===== src/rtl/cr_crcgc_mc_pkg.sv =====
// Shared types and bit-order helpers for the multi-context CRC engine.
// Struct fields are sized for the widest supported configuration and narrowed by the users.
package cr_crcgc_mc_pkg;

  localparam int CRC_MAX_W = 64;
  localparam int CTX_MAX_W = 8;
  localparam logic [31:0] LEN_MAX = 32'hFFFF_FFFF;

  typedef struct packed {
    logic [CRC_MAX_W-1:0] crc;
    logic [31:0]          len;
    logic                 active;
  } crcgc_mc_ctx_t;

  typedef struct packed {
    logic [CTX_MAX_W-1:0] ctx;
    logic [CRC_MAX_W-1:0] crc;
    logic [31:0]          len;
    logic                 good;
    logic                 err;
  } crcgc_mc_res_t;

  function automatic logic [7:0] reflect8(input logic [7:0] v);
    logic [7:0] r;
    r = 8'd0;
    for (int i = 0; i < 8; i++) begin
      r[i] = v[3'(7 - i)];
    end
    return r;
  endfunction

  // Mirrors the low w bits of v; bits at and above w come back as zero.
  function automatic logic [63:0] reflect_bits(input logic [63:0] v, input int w);
    logic [63:0] r;
    r = 64'd0;
    for (int i = 0; i < 64; i++) begin
      if (i < w) begin
        r[i] = v[6'(w - 1 - i)];
      end else begin
        r[i] = 1'b0;
      end
    end
    return r;
  endfunction

endpackage


===== src/rtl/cr_crcgc_mc_if.sv =====
// Beat input stream, result output stream and error event of the CRC engine.
// The slave modport is the engine side, the master modport the user side.
interface cr_crcgc_mc_if #(
  parameter int N_CTX  = 4,
  parameter int DATA_W = 64,
  parameter int CRC_W  = 32
);
  localparam int CTX_W = (N_CTX > 1) ? $clog2(N_CTX) : 1;
  localparam int NBW   = $clog2(DATA_W / 8) + 1;

  logic              in_valid;
  logic              in_ready;
  logic [CTX_W-1:0]  in_ctx;
  logic              in_sof;
  logic              in_eof;
  logic [DATA_W-1:0] in_data;
  logic [NBW-1:0]    in_nbytes;
  logic              in_chk_en;
  logic [CRC_W-1:0]  in_expect;

  logic              out_valid;
  logic              out_ready;
  logic [CTX_W-1:0]  out_ctx;
  logic [CRC_W-1:0]  out_crc;
  logic [31:0]       out_len;
  logic              out_good;
  logic              out_err;
  logic              ev_proto_err;

  modport slave (
    input  in_valid, in_ctx, in_sof, in_eof, in_data, in_nbytes, in_chk_en, in_expect,
    input  out_ready,
    output in_ready,
    output out_valid, out_ctx, out_crc, out_len, out_good, out_err, ev_proto_err
  );

  modport master (
    output in_valid, in_ctx, in_sof, in_eof, in_data, in_nbytes, in_chk_en, in_expect,
    output out_ready,
    input  in_ready,
    input  out_valid, out_ctx, out_crc, out_len, out_good, out_err, ev_proto_err
  );

endinterface


===== src/rtl/cr_crcgc_mc_fold.sv =====
// Combinational fold of up to DATA_W/8 bytes into a CRC register kept in MSB-first form.
// Reflected modes mirror each input byte here and the whole register at the result stage.
module cr_crcgc_mc_fold
  import cr_crcgc_mc_pkg::*;
#(
  parameter int               DATA_W  = 64,
  parameter int               CRC_W   = 32,
  parameter logic [CRC_W-1:0] POLY    = 32'h04C11DB7,
  parameter bit               REFLECT = 1'b1,
  localparam int              NB      = DATA_W / 8,
  localparam int              NBW     = $clog2(NB) + 1
) (
  input  logic [CRC_W-1:0]  base_crc,
  input  logic [DATA_W-1:0] data,
  input  logic [NBW-1:0]    nbytes,
  output logic [CRC_W-1:0]  crc
);

  // Byte lanes below nbytes are folded in order, lane 0 first.
  always_comb begin
    logic [CRC_W-1:0] crc_v;
    logic [7:0]       byte_v;
    crc_v  = base_crc;
    byte_v = 8'd0;
    for (int i = 0; i < NB; i++) begin
      byte_v = REFLECT ? reflect8(data[8*i +: 8]) : data[8*i +: 8];
      if (NBW'(i) < nbytes) begin
        crc_v = crc_v ^ (CRC_W'(byte_v) << (CRC_W - 8));
        for (int b = 0; b < 8; b++) begin
          if (crc_v[CRC_W-1]) begin
            crc_v = (crc_v << 1) ^ POLY;
          end else begin
            crc_v = crc_v << 1;
          end
        end
      end else begin
        crc_v = crc_v;
      end
    end
    crc = crc_v;
  end

endmodule


===== src/rtl/cr_crcgc_mc.sv =====
// Multi-context CRC generator/checker: per-context running CRC and length,
// one registered result per end-of-frame with optional compare.
module cr_crcgc_mc
  import cr_crcgc_mc_pkg::*;
#(
  parameter int               N_CTX   = 4,
  parameter int               DATA_W  = 64,
  parameter int               CRC_W   = 32,
  parameter logic [CRC_W-1:0] POLY    = 32'h04C11DB7,
  parameter logic [CRC_W-1:0] INIT    = 32'hFFFFFFFF,
  parameter logic [CRC_W-1:0] XOR_OUT = 32'hFFFFFFFF,
  parameter bit               REFLECT = 1'b1
) (
  input  logic          clk,
  input  logic          rst,
  cr_crcgc_mc_if.slave  bus
);

  localparam int CTX_W = (N_CTX > 1) ? $clog2(N_CTX) : 1;
  localparam int NB    = DATA_W / 8;
  localparam int NBW   = $clog2(NB) + 1;
  localparam crcgc_mc_ctx_t CTX_IDLE = '{crc: CRC_MAX_W'(INIT), len: 32'd0, active: 1'b0};

  crcgc_mc_ctx_t ctx_r [N_CTX];
  crcgc_mc_res_t res_r;
  logic          out_valid_r;
  logic          proto_err_r;

  logic             in_ready_s;
  logic             accept_s;
  logic             ctx_ok_s;
  logic [CTX_W-1:0] idx_s;
  crcgc_mc_ctx_t    cur_s;
  logic             fresh_s;
  logic [CRC_W-1:0] base_crc_s;
  logic [31:0]      base_len_s;
  logic [NBW-1:0]   n_s;
  logic [32:0]      len_sum_s;
  logic [31:0]      len_next_s;
  logic [CRC_W-1:0] crc_next_s;
  logic [63:0]      refl_s;
  logic [CRC_W-1:0] fin_s;
  logic             match_s;
  logic             proto_s;

  assign in_ready_s = ~out_valid_r | bus.out_ready;
  assign accept_s   = bus.in_valid & in_ready_s;

  // Context numbers beyond N_CTX only exist when N_CTX is not a power of two.
  generate
    if (N_CTX == (1 << CTX_W)) begin : g_ctx_full
      assign ctx_ok_s = 1'b1;
    end else begin : g_ctx_part
      assign ctx_ok_s = (bus.in_ctx < CTX_W'(N_CTX));
    end
  endgenerate

  assign idx_s = ctx_ok_s ? bus.in_ctx : '0;

  // Select the starting CRC/length for this beat and clamp the byte count.
  always_comb begin
    cur_s   = ctx_r[idx_s];
    fresh_s = bus.in_sof | ~cur_s.active;
    if (fresh_s) begin
      base_crc_s = INIT;
      base_len_s = 32'd0;
    end else begin
      base_crc_s = CRC_W'(cur_s.crc);
      base_len_s = cur_s.len;
    end
    if (bus.in_nbytes > NBW'(NB)) begin
      n_s = NBW'(NB);
    end else begin
      n_s = bus.in_nbytes;
    end
    len_sum_s = {1'b0, base_len_s} + 33'(n_s);
    if (len_sum_s[32]) begin
      len_next_s = LEN_MAX;
    end else begin
      len_next_s = len_sum_s[31:0];
    end
  end

  cr_crcgc_mc_fold #(
    .DATA_W  (DATA_W),
    .CRC_W   (CRC_W),
    .POLY    (POLY),
    .REFLECT (REFLECT)
  ) u_fold (
    .base_crc (base_crc_s),
    .data     (bus.in_data),
    .nbytes   (n_s),
    .crc      (crc_next_s)
  );

  // Final result: output reflection, XOR_OUT and the compare against in_expect.
  always_comb begin
    if (REFLECT) begin
      refl_s = reflect_bits(64'(crc_next_s), CRC_W);
    end else begin
      refl_s = 64'(crc_next_s);
    end
    fin_s   = CRC_W'(refl_s) ^ XOR_OUT;
    match_s = (fin_s == bus.in_expect);
    proto_s = accept_s & (~ctx_ok_s | (bus.in_sof & cur_s.active) | (~bus.in_sof & ~cur_s.active));
  end

  // Context array: write back mid-frame, return to idle on end-of-frame.
  always_ff @(posedge clk or posedge rst) begin
    if (rst) begin
      for (int i = 0; i < N_CTX; i++) begin
        ctx_r[i] <= CTX_IDLE;
      end
    end else if (accept_s & ctx_ok_s) begin
      if (bus.in_eof) begin
        ctx_r[idx_s] <= CTX_IDLE;
      end else begin
        ctx_r[idx_s] <= '{crc: CRC_MAX_W'(crc_next_s), len: len_next_s, active: 1'b1};
      end
    end else begin
      ctx_r <= ctx_r;
    end
  end

  // Result register: reload on eof (even while the old result drains), hold under backpressure.
  always_ff @(posedge clk or posedge rst) begin
    if (rst) begin
      out_valid_r <= 1'b0;
      res_r       <= '0;
      proto_err_r <= 1'b0;
    end else begin
      proto_err_r <= proto_s;
      if (accept_s & ctx_ok_s & bus.in_eof) begin
        out_valid_r <= 1'b1;
        res_r       <= '{ctx:  CTX_MAX_W'(idx_s),
                         crc:  CRC_MAX_W'(fin_s),
                         len:  len_next_s,
                         good: bus.in_chk_en & match_s,
                         err:  bus.in_chk_en & ~match_s};
      end else if (bus.out_ready) begin
        out_valid_r <= 1'b0;
        res_r       <= res_r;
      end else begin
        out_valid_r <= out_valid_r;
        res_r       <= res_r;
      end
    end
  end

  assign bus.in_ready     = in_ready_s;
  assign bus.out_valid    = out_valid_r;
  assign bus.out_ctx      = CTX_W'(res_r.ctx);
  assign bus.out_crc      = CRC_W'(res_r.crc);
  assign bus.out_len      = res_r.len;
  assign bus.out_good     = res_r.good;
  assign bus.out_err      = res_r.err;
  assign bus.ev_proto_err = proto_err_r;

endmodule

===== src/flat_wrapper.sv =====
// flat-port wrapper written by rule: the top's interface ports become plain ports
module cr_crcgc_mc_flat import cr_crcgc_mc_pkg::*;
#(
  parameter int               N_CTX   = 4,
  parameter int               DATA_W  = 64,
  parameter int               CRC_W   = 32,
  parameter logic [CRC_W-1:0] POLY    = 32'h04C11DB7,
  parameter logic [CRC_W-1:0] INIT    = 32'hFFFFFFFF,
  parameter logic [CRC_W-1:0] XOR_OUT = 32'hFFFFFFFF,
  parameter bit               REFLECT = 1'b1
)
  (clk, rst, bus_in_valid, bus_in_ctx, bus_in_sof, bus_in_eof, bus_in_data, bus_in_nbytes, bus_in_chk_en, bus_in_expect, bus_out_ready, bus_in_ready, bus_out_valid, bus_out_ctx, bus_out_crc, bus_out_len, bus_out_good, bus_out_err, bus_ev_proto_err);
  cr_crcgc_mc_if #(.N_CTX(N_CTX), .DATA_W(DATA_W), .CRC_W(CRC_W)) bus_i ();
  input  logic clk;
  input  logic rst;
  input wire logic [$bits(bus_i.in_valid)-1:0] bus_in_valid;
  input wire logic [$bits(bus_i.in_ctx)-1:0] bus_in_ctx;
  input wire logic [$bits(bus_i.in_sof)-1:0] bus_in_sof;
  input wire logic [$bits(bus_i.in_eof)-1:0] bus_in_eof;
  input wire logic [$bits(bus_i.in_data)-1:0] bus_in_data;
  input wire logic [$bits(bus_i.in_nbytes)-1:0] bus_in_nbytes;
  input wire logic [$bits(bus_i.in_chk_en)-1:0] bus_in_chk_en;
  input wire logic [$bits(bus_i.in_expect)-1:0] bus_in_expect;
  input wire logic [$bits(bus_i.out_ready)-1:0] bus_out_ready;
  output wire logic [$bits(bus_i.in_ready)-1:0] bus_in_ready;
  output wire logic [$bits(bus_i.out_valid)-1:0] bus_out_valid;
  output wire logic [$bits(bus_i.out_ctx)-1:0] bus_out_ctx;
  output wire logic [$bits(bus_i.out_crc)-1:0] bus_out_crc;
  output wire logic [$bits(bus_i.out_len)-1:0] bus_out_len;
  output wire logic [$bits(bus_i.out_good)-1:0] bus_out_good;
  output wire logic [$bits(bus_i.out_err)-1:0] bus_out_err;
  output wire logic [$bits(bus_i.ev_proto_err)-1:0] bus_ev_proto_err;
  assign bus_i.in_valid = bus_in_valid;
  assign bus_i.in_ctx = bus_in_ctx;
  assign bus_i.in_sof = bus_in_sof;
  assign bus_i.in_eof = bus_in_eof;
  assign bus_i.in_data = bus_in_data;
  assign bus_i.in_nbytes = bus_in_nbytes;
  assign bus_i.in_chk_en = bus_in_chk_en;
  assign bus_i.in_expect = bus_in_expect;
  assign bus_i.out_ready = bus_out_ready;
  assign bus_in_ready = bus_i.in_ready;
  assign bus_out_valid = bus_i.out_valid;
  assign bus_out_ctx = bus_i.out_ctx;
  assign bus_out_crc = bus_i.out_crc;
  assign bus_out_len = bus_i.out_len;
  assign bus_out_good = bus_i.out_good;
  assign bus_out_err = bus_i.out_err;
  assign bus_ev_proto_err = bus_i.ev_proto_err;
  cr_crcgc_mc #(.N_CTX(N_CTX), .DATA_W(DATA_W), .CRC_W(CRC_W), .POLY(POLY), .INIT(INIT), .XOR_OUT(XOR_OUT), .REFLECT(REFLECT)) u_core (.clk(clk), .rst(rst), .bus(bus_i));
endmodule

===== config.mk =====
export PLATFORM = sky130hd
export DESIGN_NAME = cr_crcgc_mc_flat
export DESIGN_NICKNAME = d
export VERILOG_FILES = /design/src/rtl/cr_crcgc_mc_pkg.sv /design/src/rtl/cr_crcgc_mc_if.sv /design/src/rtl/cr_crcgc_mc_fold.sv /design/src/rtl/cr_crcgc_mc.sv /design/src/flat_wrapper.sv
export SDC_FILE = /design/constraint.sdc
export NUM_CORES = 1
export LEC_CHECK = 0
export ABC_AREA = 0
export BUFFER_PORTS_ARGS = -buffer_cell sky130_fd_sc_hd__buf_2
export CAP_MARGIN = 40
export CORE_ASPECT_RATIO = 1.2
export CORE_MARGIN = 4
export CORE_UTILIZATION = 55
export DETAILED_ROUTE_END_ITERATION = 6
export PLACE_DENSITY_LB_ADDON = 0.12
export SYNTH_ARGS = -nofsm -noshare
export SYNTH_HDL_FRONTEND = slang
export SYNTH_HIERARCHICAL = 1
export SYNTH_SLANG_ARGS = --single-unit

===== constraint.sdc =====
create_clock -name clk -period 11.52 [get_ports clk]
set_input_delay 1.152 -clock clk [delete_from_list [all_inputs] [get_ports clk]]
set_output_delay 1.152 -clock clk [all_outputs]
set_load 0.02 [all_outputs]

==> impl_metrics.tcl <==
set metrics [dict create \
    die_area_mm2 0.04492 \
    cts.clk_slew.worst_paths_ps 70 \
    grt_overflow 0 \
    io_buffers 147 \
    rsz0062_at_grt "false" \
    cp-start-kind "primary input" \
    layout_worst_path_cycle_share_pct 92.89 \
    syn_area_mm2 0.02287 \
    synth_cell_types 101 \
    cp_common_cell "xnor3_1" \
    antenna_found_initial 0 \
    io_pins 180 \
    setup_ws_ps 819.5 \
    vias 18550 \
    area_delta_synth_final_pct 11.05 \
    clkLatencyLatePin_ps 570 \
    setup_viol 0 \
    rows 81 \
    antenna-diode-count 0 \
    crit_type "in2reg" \
    skew_ps 14.68 \
    cts_resized 0 \
    critPathLaunch "bus_in_ctx[0]" \
    ant_nets 0 \
    place_area_mm2 0.02442 \
    cts_max_level 1 \
    grt_max_degree 105 \
    drt_iter0_drc 1424 \
    synth_edf_count 0 \
    hold_viol 0 \
    outcome "completed" \
    first_pass_iters 5 \
    async_reset_ff_share_pct 100.0 \
    fin_nets 2611 \
    final_common_cell "nand2_1" \
    cts_setup_buffers 0 \
    required_ps 11970 \
    avgSynthCellArea_um2 9.576 \
    layout-drive-gt1-share_pct 25.19 \
    wire_per_inst_um 22.55 \
    synth_ff_type "dfrtp_1" \
    clock-sinks 330 \
    crit_path_max_fanout 19 \
    arrival_ps 11150 \
    grt_pass1_wl_mm 107.8 \
    finalCriticalPeriod_ps 10700 \
    n_fill_cell 3485 \
    min_path_type "reg2reg" \
    start_util_pct 55.85 \
    seq_area_frac_synth_pct 36.81 \
    slowest_stage "a2111oi_0" \
    hold_buffers 0 \
    fin_tns_setup_ps 0 \
    dp_slack_ps 411.0 \
    syn-num-nets 2503 \
    report.final.slew_viol_count 0 \
    syn_inst 2388 \
    clockRootBuffer "clkbuf_16" \
    max_stage_delay_ps 570 \
    dp_hpwl_mm 50.83 \
    cts_buffer_depth 3 \
    relSlewSlack_pct 35.63 \
    r2r_start "u_core/ctx_r[97]" \
    fp.dieW_um 194.1 \
    synth_seq_cells 330 \
    core-area_mm2 0.04094 \
    max_freq_ghz 0.09345 \
    die_h_um 231.4 \
    cap_violations 0 \
    yosys_warnings 6 \
    first_global_vias 18820 \
    tightest_slew_ps 957.4 \
    hold_start "u_core/ctx_r[28]" \
    track_usage_pct 30.16 \
    cts_made_buffers 31 \
    gp_congestion 0.9494 \
    stdcell_area_mm2 0.02539 \
    drc 0 \
    cts_tree "done" \
    end_kind "register" \
    finalWirelength_mm 68.91 \
    avgViaCountPerCell 6.069 \
    final_cell_mix "nand2_1, o21ai_0, dfrtp_1, xnor2_1, nor2_1" \
]
[worst max-delay path: cells and delay by family]
kind	cells	cell delay, ps
fa+ha+maj	1	270
mux	2	790
compound gates	7	2590
simple gates	10	2210
buf+inv	1	350
xor+xnor	10	3710
[cell families after synthesis]
family / count (synthesis) / share of synthesized area, %
DFF: 330 / 36.81
xor gates and xnor gates: 343 / 16.48
adders and majority gates: 6 / 0.3611
buffers and inverters: 180 / 3.464
AOI/OAI and AO/OA: 570 / 15.48
and+or+nand+nor: 783 / 15.70
muxes: 176 / 11.70
[per-stage QoR]
step	hold slack [ps]	utilization [%]	std cells
after global routing	488.1	62.02	3056
final	475.2	62.02	3056
after global placement	456.6	59.28	2995
after floorplan	441.4	-	2388
after detailed placement	465.6	59.64	3002
after CTS	480.9	62.02	3056
[registers in the layout, summed over array words and instances, names as in the netlist]
register	flops
u_core/ctx_r	260
u_core/bus.out_valid	1
u_core/bus.out_good	1
u_core/bus.out_crc	32
u_core/bus.out_err	1
u_core/bus.out_ctx	2
u_core/bus.ev_proto_err	1
u_core/bus.out_len	32
[layer usage]
layer / vias up / routed length (µm) / GRT usage, %
met3: 176 / 2957 / 2.152
met5: - / 0 / 0
li1: 8597 / - / -
met1: 9142 / 26730 / 37.45
met2: 631 / 35310 / 53.47
met4: 0 / 3909 / 15.05
[Yosys cell counts, drive strengths merged (10+ instances only)]
master  instances  share of area, %
buf            38               1.1
mux4           63               6.2
nand2b         38               1.0
o21ai         275               6.1
xnor3          30               3.0
a31oi          19              0.65
or2            10              0.28
clkbuf        124               2.0
mux2           61               3.0
and3           14              0.40
nor4           15              0.53
o211ai         31               1.0
a211oi         26              0.85
nand3          35              0.86
xor2          119               4.9
dfrtp         202                22
and2           25              0.69
nor3           21              0.53
xnor2         187               7.9
nand2         397               6.5
nor2          168               2.8
a22o           41               1.6
a21oi         101               2.3
nand4          25              0.75
mux2i          52               2.5
a21o           10              0.33
dfstp         128                15
inv            18              0.30
[worst paths after layout]
| path | end | slack (ps) | cells after the start |
|---|---|---|---|
| min | u_core/ctx_r[28] | 480 | 2 |
| max reg2reg | u_core/bus.out_err | 1500 | 30 |
| max in group asynchronous | u_core/ctx_r[229] | 8800 | 5 |
| min in group asynchronous | u_core/bus.out_len[11] | 710 | 2 |
| min reg2reg | u_core/ctx_r[28] | 480 | 2 |
| max | u_core/bus.out_err | 820 | 31 |
[layout make-up]
| class | count | area, µm² | share of cell area (%) |
|---|---|---|---|
| multi-input cells | 1878 | 13730 | 54.06 |
| flip-flops and latches | 330 | 8418 | 33.15 |
| repair buffers | 237 | 1521 | 5.992 |
| clock buffers | 41 | 874.6 | 3.444 |
| well taps | 539 | 674.4 | 2.656 |
| clock inverters | 13 | 101.3 | 0.3991 |
| inverters | 18 | 75.07 | 0.2956 |
Power is left out: the tool's default activity adds up to more than one toggle a clock period on the data nets, which glitch-free logic cannot reach.
